--- src/rtl/mem_bus_arbiter_if.sv ---
// mem_bus_arbiter_if: groups the fetch requester, data requester and shared
// memory channel signals of the memory bus arbiter.
// master modport: the arbiter's view. slave modport: the requesters and the memory.
interface mem_bus_arbiter_if #(
  parameter int ADDR_W = 32,
  parameter int DATA_W = 32
);
  localparam int BE_W = DATA_W / 8;

  // fetch requester
  logic              i_req;
  logic [ADDR_W-1:0] i_addr;
  logic [DATA_W-1:0] i_rdata;
  logic              i_done;

  // data requester
  logic              d_re;
  logic              d_we;
  logic [ADDR_W-1:0] d_addr;
  logic [DATA_W-1:0] d_wdata;
  logic [BE_W-1:0]   d_be;
  logic [DATA_W-1:0] d_rdata;
  logic              d_done;

  // shared memory channel
  logic              m_valid;
  logic              m_we;
  logic [ADDR_W-1:0] m_addr;
  logic [DATA_W-1:0] m_wdata;
  logic [BE_W-1:0]   m_be;
  logic              m_ready;
  logic [DATA_W-1:0] m_rdata;

  // control unit feedback
  logic              stall;
  logic              bus_error;

  modport master (
    input  i_req, i_addr,
    output i_rdata, i_done,
    input  d_re, d_we, d_addr, d_wdata, d_be,
    output d_rdata, d_done,
    output m_valid, m_we, m_addr, m_wdata, m_be,
    input  m_ready, m_rdata,
    output stall, bus_error
  );

  modport slave (
    output i_req, i_addr,
    input  i_rdata, i_done,
    output d_re, d_we, d_addr, d_wdata, d_be,
    input  d_rdata, d_done,
    input  m_valid, m_we, m_addr, m_wdata, m_be,
    output m_ready, m_rdata,
    input  stall, bus_error
  );
endinterface

--- src/rtl/mem_bus_arbiter.sv ---
// mem_bus_arbiter: serialises instruction fetch and load/store accesses onto a
// single valid/ready memory channel, data having fixed priority over fetch.
// Optional feature: define MEM_ARB_TIMEOUT_EN to enable the wait-state
// watchdog that aborts a stuck access and raises the sticky bus_error flag.
module mem_bus_arbiter #(
  parameter int ADDR_W         = 32,
  parameter int DATA_W         = 32,
  parameter int TIMEOUT_CYCLES = 255
) (
  input  logic              clk,
  input  logic              rst,
  mem_bus_arbiter_if.master bus
);
  localparam int BE_W = DATA_W / 8;

  typedef enum logic [1:0] {
    IDLE    = 2'd0,
    GRANT_I = 2'd1,
    GRANT_D = 2'd2
  } state_t;

  state_t            r_state;
  state_t            w_state_next;

  logic [ADDR_W-1:0] r_addr;
  logic [DATA_W-1:0] r_wdata;
  logic [BE_W-1:0]   r_be;
  logic              r_we;
  logic [DATA_W-1:0] r_i_rdata;
  logic [DATA_W-1:0] r_d_rdata;
  logic              r_i_done;
  logic              r_d_done;

  logic              w_i_req;
  logic              w_d_req;
  logic              w_idle;
  logic              w_m_valid;
  logic              w_complete;
  logic              w_abort;
  logic              w_finish;
  logic              w_grant_d;
  logic              w_grant_i;
  logic              w_bus_error;

  // A requester whose done pulse is high this cycle is about to drop its
  // request, so it is masked to avoid granting it a second time.
  assign w_d_req    = (bus.d_re | bus.d_we) & ~r_d_done;
  assign w_i_req    = bus.i_req & ~r_i_done;
  assign w_idle     = (r_state == IDLE);
  // Valid is a pure decode of the state register, so an asynchronous reset
  // drops it immediately.
  assign w_m_valid  = ~w_idle;
  assign w_complete = w_m_valid & bus.m_ready;
  assign w_finish   = w_complete | w_abort;
  assign w_grant_d  = w_idle & w_d_req;
  assign w_grant_i  = w_idle & ~w_d_req & w_i_req;

`ifdef MEM_ARB_TIMEOUT_EN
  localparam int CNT_W = $clog2(TIMEOUT_CYCLES + 1);
  logic [CNT_W-1:0] r_wait_cnt;
  logic             r_bus_error;

  // The abort fires on the edge at which the wait counter reaches the limit.
  assign w_abort     = w_m_valid & ~bus.m_ready &
                       (r_wait_cnt == CNT_W'(TIMEOUT_CYCLES - 1));
  assign w_bus_error = r_bus_error;

  // Count wait states of the current grant; latch a sticky error on abort.
  always_ff @(posedge clk or posedge rst) begin
    if (rst) begin
      r_wait_cnt  <= '0;
      r_bus_error <= 1'b0;
    end else begin
      if (w_grant_d | w_grant_i) begin
        r_wait_cnt <= '0;
      end else if (w_m_valid & ~bus.m_ready) begin
        r_wait_cnt <= r_wait_cnt + 1'b1;
      end
      if (w_abort) begin
        r_bus_error <= 1'b1;
      end
    end
  end
`else
  localparam int unused_timeout_cycles = TIMEOUT_CYCLES;
  assign w_abort     = 1'b0;
  assign w_bus_error = 1'b0;
`endif

  // State register.
  always_ff @(posedge clk or posedge rst) begin
    if (rst) begin
      r_state <= IDLE;
    end else begin
      r_state <= w_state_next;
    end
  end

  // Next-state decode: data wins over fetch, a granted access holds until it finishes.
  always_comb begin
    w_state_next = r_state;
    case (r_state)
      IDLE: begin
        if (w_d_req) begin
          w_state_next = GRANT_D;
        end else if (w_i_req) begin
          w_state_next = GRANT_I;
        end
      end
      GRANT_I, GRANT_D: begin
        if (w_finish) begin
          w_state_next = IDLE;
        end
      end
      default: w_state_next = IDLE;
    endcase
  end

  // Latch the request payload on the grant edge; it is held for the whole access.
  always_ff @(posedge clk or posedge rst) begin
    if (rst) begin
      r_addr  <= '0;
      r_wdata <= '0;
      r_be    <= '0;
      r_we    <= 1'b0;
    end else if (w_grant_d) begin
      r_addr  <= bus.d_addr;
      r_wdata <= bus.d_wdata;
      r_be    <= bus.d_be;
      r_we    <= bus.d_we;
    end else if (w_grant_i) begin
      r_addr  <= bus.i_addr;
      r_wdata <= '0;
      r_be    <= '1;
      r_we    <= 1'b0;
    end
  end

  // Capture read data for the granted requester and pulse its done flag.
  // An aborted read returns zero; writes never touch the read-data registers.
  always_ff @(posedge clk or posedge rst) begin
    if (rst) begin
      r_i_rdata <= '0;
      r_d_rdata <= '0;
      r_i_done  <= 1'b0;
      r_d_done  <= 1'b0;
    end else begin
      r_i_done <= (r_state == GRANT_I) & w_finish;
      r_d_done <= (r_state == GRANT_D) & w_finish;
      if (w_finish & ~r_we) begin
        if (r_state == GRANT_I) begin
          r_i_rdata <= w_complete ? bus.m_rdata : '0;
        end else if (r_state == GRANT_D) begin
          r_d_rdata <= w_complete ? bus.m_rdata : '0;
        end
      end
    end
  end

  assign bus.m_valid   = w_m_valid;
  assign bus.m_we      = r_we;
  assign bus.m_addr    = r_addr;
  assign bus.m_wdata   = r_wdata;
  assign bus.m_be      = r_be;
  assign bus.i_rdata   = r_i_rdata;
  assign bus.i_done    = r_i_done;
  assign bus.d_rdata   = r_d_rdata;
  assign bus.d_done    = r_d_done;
  assign bus.bus_error = w_bus_error;
  assign bus.stall     = (w_idle & (w_d_req | w_i_req)) | ~w_idle;
endmodule

--- src/flat_wrapper.sv ---
// flat-port wrapper written by rule: the top's interface ports become plain ports
module mem_bus_arbiter_flat 
#(
  parameter int ADDR_W         = 32,
  parameter int DATA_W         = 32,
  parameter int TIMEOUT_CYCLES = 255
)
  (clk, rst, bus_i_req, bus_i_addr, bus_i_rdata, bus_i_done, bus_d_re, bus_d_we, bus_d_addr, bus_d_wdata, bus_d_be, bus_d_rdata, bus_d_done, bus_m_valid, bus_m_we, bus_m_addr, bus_m_wdata, bus_m_be, bus_m_ready, bus_m_rdata, bus_stall, bus_bus_error);
  mem_bus_arbiter_if #(.ADDR_W(ADDR_W), .DATA_W(DATA_W)) bus_i ();
  input  logic clk;
  input  logic rst;
  input wire logic [$bits(bus_i.i_req)-1:0] bus_i_req;
  input wire logic [$bits(bus_i.i_addr)-1:0] bus_i_addr;
  output wire logic [$bits(bus_i.i_rdata)-1:0] bus_i_rdata;
  output wire logic [$bits(bus_i.i_done)-1:0] bus_i_done;
  input wire logic [$bits(bus_i.d_re)-1:0] bus_d_re;
  input wire logic [$bits(bus_i.d_we)-1:0] bus_d_we;
  input wire logic [$bits(bus_i.d_addr)-1:0] bus_d_addr;
  input wire logic [$bits(bus_i.d_wdata)-1:0] bus_d_wdata;
  input wire logic [$bits(bus_i.d_be)-1:0] bus_d_be;
  output wire logic [$bits(bus_i.d_rdata)-1:0] bus_d_rdata;
  output wire logic [$bits(bus_i.d_done)-1:0] bus_d_done;
  output wire logic [$bits(bus_i.m_valid)-1:0] bus_m_valid;
  output wire logic [$bits(bus_i.m_we)-1:0] bus_m_we;
  output wire logic [$bits(bus_i.m_addr)-1:0] bus_m_addr;
  output wire logic [$bits(bus_i.m_wdata)-1:0] bus_m_wdata;
  output wire logic [$bits(bus_i.m_be)-1:0] bus_m_be;
  input wire logic [$bits(bus_i.m_ready)-1:0] bus_m_ready;
  input wire logic [$bits(bus_i.m_rdata)-1:0] bus_m_rdata;
  output wire logic [$bits(bus_i.stall)-1:0] bus_stall;
  output wire logic [$bits(bus_i.bus_error)-1:0] bus_bus_error;
  assign bus_i.i_req = bus_i_req;
  assign bus_i.i_addr = bus_i_addr;
  assign bus_i_rdata = bus_i.i_rdata;
  assign bus_i_done = bus_i.i_done;
  assign bus_i.d_re = bus_d_re;
  assign bus_i.d_we = bus_d_we;
  assign bus_i.d_addr = bus_d_addr;
  assign bus_i.d_wdata = bus_d_wdata;
  assign bus_i.d_be = bus_d_be;
  assign bus_d_rdata = bus_i.d_rdata;
  assign bus_d_done = bus_i.d_done;
  assign bus_m_valid = bus_i.m_valid;
  assign bus_m_we = bus_i.m_we;
  assign bus_m_addr = bus_i.m_addr;
  assign bus_m_wdata = bus_i.m_wdata;
  assign bus_m_be = bus_i.m_be;
  assign bus_i.m_ready = bus_m_ready;
  assign bus_i.m_rdata = bus_m_rdata;
  assign bus_stall = bus_i.stall;
  assign bus_bus_error = bus_i.bus_error;
  mem_bus_arbiter #(.ADDR_W(ADDR_W), .DATA_W(DATA_W), .TIMEOUT_CYCLES(TIMEOUT_CYCLES)) u_core (.clk(clk), .rst(rst), .bus(bus_i));
endmodule
--- config.mk ---
export PLATFORM = sky130hd
export DESIGN_NAME = mem_bus_arbiter_flat
export DESIGN_NICKNAME = d
export VERILOG_FILES = /design/src/rtl/mem_bus_arbiter_if.sv /design/src/rtl/mem_bus_arbiter.sv /design/src/flat_wrapper.sv
export SDC_FILE = /design/constraint.sdc
export NUM_CORES = 1
export LEC_CHECK = 0
export ABC_CLOCK_PERIOD_IN_PS = 6600
export CORE_UTILIZATION = 35
export CTS_BUF_LIST = sky130_fd_sc_hd__clkbuf_4
export DETAILED_ROUTE_END_ITERATION = 10
export PLACE_DENSITY = 0.72
export SETUP_SLACK_MARGIN = 0.1
export SLEW_MARGIN = 20
export SYNTH_ARGS = -nofsm -noshare
export SYNTH_HDL_FRONTEND = slang
export SYNTH_SLANG_ARGS = --single-unit
--- constraint.sdc ---
create_clock -name clk -period 6.6 [get_ports clk]
set_input_delay 1.32 -clock clk [delete_from_list [all_inputs] [get_ports clk]]
set_output_delay 1.32 -clock clk [all_outputs]
set_load 0.03 [all_outputs]
# --- Word level (Yosys, flattened, before mapping) ---
# Index checks and enable logic that the tools add are counted.
op_classes:
  bitwise: 19
  muxes: 13
  n_eq_ne: 4
  reduce_logical: 6
ops:
  columns: ["cell", "n"]
  rows:
  - ["32-bit 2-to-1 mux", 5]
  - ["1-bit AND", 10]
  - ["4-bit 2-to-1 mux", 2]
  - ["2-bit 2-to-1 mux", 3]
  - ["1-bit NOT", 6]
  - ["2-bit case mux with 2 select lines", 1]
  - ["2-bit AND reduction", 2]
  - ["3-bit by 1-bit inequality test with 1-bit output (second input constant)", 1]
  - ["1-bit bitwise OR", 3]
  - ["3-bit AND reduction", 1]
  - ["2-bit by 1-bit == test with 1-bit output (second input constant)", 1]
  - ["2-bit == test (second input constant)", 1]
  - ["2-bit logical NOT", 1]
  - ["1-bit 2-to-1 mux", 2]
  - ["2-bit by 1-bit inequality test with 1-bit output (second input constant)", 1]
  - ["2-bit nonzero test", 1]
  - ["2-bit OR reduction", 1]
word_totals:
  inputBits: 138
  word_cells: 51
  ff_bits: 137

# --- Depth between registers and ports, before layout ---
depth:
  ltp_word: 7
  depth_mapped: 8
  mapped_depth_nobuf: 6

# --- Least setup slack after synthesis ---
# No wires, ideal clock.
synth_path:
  path_kind: "input-to-output"
  start: "input port bus_d_we"
  end: "output port bus_stall"
  arrival_time_ps: 1964
  t_required_ps: 5280
  slack_ps: 3316
  path_buffers: 0
  path_stages: 2
  cell_sequence: "o21bai_1 > nand3_1"
synth_between:
  elab_chain_cells: 5
synth_lines:
  columns: ["item", "line", "rtl"]
  rows:
  - ["start, declared", "flat_wrapper.sv:17", "input wire logic [$bits(bus_i.d_we)-1:0] bus_d_we;"]
  - ["1-bit bitwise OR", "mem_bus_arbiter.sv:47", "assign w_d_req = (bus.d_re | bus.d_we) & ~r_d_done;"]
  - ["1-bit AND", "mem_bus_arbiter.sv:47", null]
  - ["1-bit bitwise OR", "mem_bus_arbiter.sv:170", "assign bus.stall = (w_idle & (w_d_req | w_i_req)) | ~w_idle;"]
  - ["1-bit AND", "mem_bus_arbiter.sv:170", null]
  - ["1-bit bitwise OR", "mem_bus_arbiter.sv:170", null]
  - ["end, declared", "flat_wrapper.sv:30", "output wire logic [$bits(bus_i.stall)-1:0] bus_stall;"]
# No other way between the ends.

# --- Final worst setup path ---
# Ends and elaborated chain as after synthesis.

==> results.tsv <==
stage	metric	value	unit
run_status	status	finished, final reports clean	
cells_and_area	Storage cell area	3430	um^2
job	max-cap viol count	0	
cells_and_area	layout cells sized above 1	14.9	%
worst_setup_path	r2r endpoint	u_core.bus.i_rdata[6]	
routing	initial detailed-routing violation count	173	
clock_network	CTS tree	built	
logic_synthesis	YS warnings	0	
min_path	hold_sp	u_core.bus.d_rdata[0]	
global_route	largest net degree at the start of global routing	83	
floorplanning	Die Width	127	um
clock_network	CTS Sinks	137	
worst_setup_path	worst r2r src	u_core.r_state[0]	
sta	Final Cycle Share	68.4	%
routing	DRC	0	
clock_network	CTS HTree Levels	4	
cells_and_area	Finished Layout Cells	891	
floorplanning	row count	45	
floorplanning	Die Y	127	um
routing	via count	4285	
cells_and_area	layout filler cell count	1230	
cells_and_area	n_diodes	0	
min_path	hold depth	1	
logic_synthesis	average size of a mapped cell	13.0	um^2
global_route	initial antenna violation count	0	
floorplanning	core area	15100	um^2
worst_setup_path	WP data arrival	3190	ps
logic_synthesis	mux share of post-synthesis cell area	14.0	%
cells_and_area	commonest non-fill, non-tap cell in the layout	clkdlybuf4s50_1	
clock_network	CTS clk-pin slew, worst paths	110	ps
routing	iteration count of the initial detailed-routing pass	4	
place	routability cong.	0.764	
sta	Final min period	4510	ps
clock_network	worst skew pair latency	530	ps
logic_synthesis	Simple-Gate Fraction of Synth Area	7.89	%
routing	WL/cell	16.0	um
routing	DRT antenna net count	0	
min_path	Hold WC Path Type	reg2reg	
logic_synthesis	Yosys reg bits	137	
global_route	global-route wire length before repair	22600	um
logic_synthesis	Yosys cell types	32	
power_and_ir_drop	PwrDens	558	nW/um^2
logic_synthesis	Synth Area in Adders	0.692	%
sta	final hold vios	0	
power_and_ir_drop	maximum VDD drop	0.000331	V
power_and_ir_drop	Leak	3.68	nW
cells_and_area	commonest cells after routing, fill and taps aside	274 x clkdlybuf4s50_1, 137 x dfrtp_1, 58 x nand2_1	
worst_setup_path	Crit path required time	5280	ps
routing	Vias per Instance	4.81	
clock_network	CTS resizes	0	
sta	RSZ-0062 raised after global routing	no	
routing	Met1 Wirelength	6050	um
sta	clock skew	12.3	ps
clock_network	Num CTS Buffers	17	
worst_setup_path	CP Launch Type	primary input	
routing	highest metal layer with signal wires	met4	
logic_synthesis	Synth Area in Compound Gates	10.8	%
worst_setup_path	R2R setup slack	4050	ps
logic_synthesis	Post-Syn Nets	560	
logic_synthesis	post-synthesis cell area	5430	um^2
sta	Max Fclk	222	MHz
sta	fin. max-slew vios	0	
clock_network	Post-CTS Setup Bufs	0	
logic_synthesis	xor-xnor portion of the synthesized cell area	0	%
cells_and_area	area occupied by multi-input gates	1840	um^2
place	placed cell areas	8310	um^2
power_and_ir_drop	Overall Power	0.00481	W
sta	Slew headroom	28.3	%
place	HPWL Detailed	10300	um
cells_and_area	synthesis-to-finish area growth	59.0	%
routing	Post-Route WL	14300	um
clock_network	Max clock buf depth	2	
floorplanning	I/O Pins	276	
floorplanning	die area	16000	um^2
global_route	GRT overflow	0	
floorplanning	Starting Density	35.8	%
logic_synthesis	Mapped Cells	419	
clock_network	hold buffers post-CTS	0	
worst_setup_path	Crit Path Class	in2out	
cells_and_area	design area	8630	um^2
sta	# setup viols final	0	
worst_setup_path	crit end category	output port	
min_path	Worst Hold Path EP	u_core.bus.d_rdata[0]	
place	Placed Cells	859	
clock_network	Root Driver	clkbuf_4	
sta	Final TNS setup	0	ps
global_route	gr usage total	18.4	%
worst_setup_path	R2R depth	6	
place	PortBufs	274	
logic_synthesis	largest family of logic cells by synthesized area	multiplexers	
routing	DR WL met2	6740	um
cells_and_area	Nets	831	
sta	worst slew pin tran	1070	ps
logic_synthesis	register area share after synthesis	63.2	%
routing	met3 WL	1050	um
global_route	number of global-route vias before repair	4374	
worst_setup_path	crit-path max FO	6	
how the worst max path moves through the flow:
stage | from | to | slack (ps) | cells after the start
final | bus_d_we | bus_stall | 2090 | 4
after global routing | bus_d_we | bus_stall | 1970 | 4
after CTS | bus_d_we | bus_stall | 2090 | 4
after detailed placement | bus_d_we | bus_stall | 2090 | 4
after global placement | bus_d_we | bus_stall | 2100 | 4
after floorplan | rst | u_core.bus.d_done | 1610 | 1
power by group:
part	switching (W)	internal, W	leakage, nW
Clock	0.000304	0.000300	0.155
Sequential	0.000223	0.00125	1.68
Combinational	0.00155	0.00119	1.84
Total	0.00207	0.00274	3.68
critical path, stage by stage:
cell and delay (ps):
clkdlybuf4s50_1 450, o21bai_1 640, nand3_1 140, clkdlybuf4s50_1 650
metrics by stage:
stage / utilization [%] / setup slack (ps) / hold slack [ps]
2_1_floorplan: - / 1610 / 492
3_3_place_gp: 54.9 / 2100 / 467
3_5_place_dp: 54.9 / 2090 / 476
4_1_cts: 57.0 / 2090 / 504
5_1_grt: 57.0 / 1970 / 530
6_report: 57.0 / 2090 / 495
sequential cells by signal, indices dropped and copies added, names as in the netlist:
register / cells
u_core.bus.m_addr: 32
u_core.bus.d_rdata: 32
u_core.bus.i_done: 1
u_core.bus.i_rdata: 32
u_core.r_state: 2
u_core.bus.m_we: 1
u_core.bus.m_wdata: 32
u_core.bus.m_be: 4
u_core.bus.d_done: 1
cells in the mapped netlist:
master,number,area (um^2)
dfrtp_1,137,3430
nand2_1,59,221
mux2_2,52,586
nor2_1,36,135
a22o_1,34,298
a31oi_1,29,181
clkbuf_1,12,45.0
mux2_4,10,150
buf_6,7,78.8
buf_2,6,30.0
inv_1,4,15.0
o22a_1,4,35.0
o22ai_1,4,25.0
ha_1,3,37.5
mux2_1,2,22.5
nand3_1,2,10.0
nor2b_1,2,12.5
o21ai_0,2,10.0
a21oi_1,1,5.00
a32o_1,1,10.0
and3_1,1,6.26
and3_4,1,11.3
buf_1,1,3.75
buf_4,1,7.51
conb_1,1,3.75
inv_2,1,3.75
nand2b_1,1,6.26
nor2_2,1,6.26
nor3b_4,1,18.8
o21ai_1,1,5.00
o21ba_2,1,10.0
o21bai_1,1,7.51
logic make-up (layout without fill, tap and decap cells):
logic type	Yosys count	after routing
and+or+nand+nor	104	104
DFF	137	137
other	1	1
muxes	64	64
adders and majority gates	3	3
AOI/OAI and AO/OA	78	78
buffers and inverters	32	316
per-layer routing:
| layer | GRT usage [%] | vias to the layer above |
|---|---|---|
| met4 | 8.58 | 0 |
| met2 | 29.7 | 190 |
| met5 | 0 | - |
| met1 | 22.5 | 2049 |
| li1 | - | 2013 |
| met3 | 5.86 | 33 |
layout make-up:
cell class	instances	share of cell area [%]
Inverter	5	0.276
Tap cell	188	2.73
Timing Repair Buffer	279	32.2
Clock buffer	18	1.57
Sequential cell	137	39.7
Clock inverter	14	2.07
Multi-Input combinational cell	250	21.4
Power figures use the tool's default switching activity.
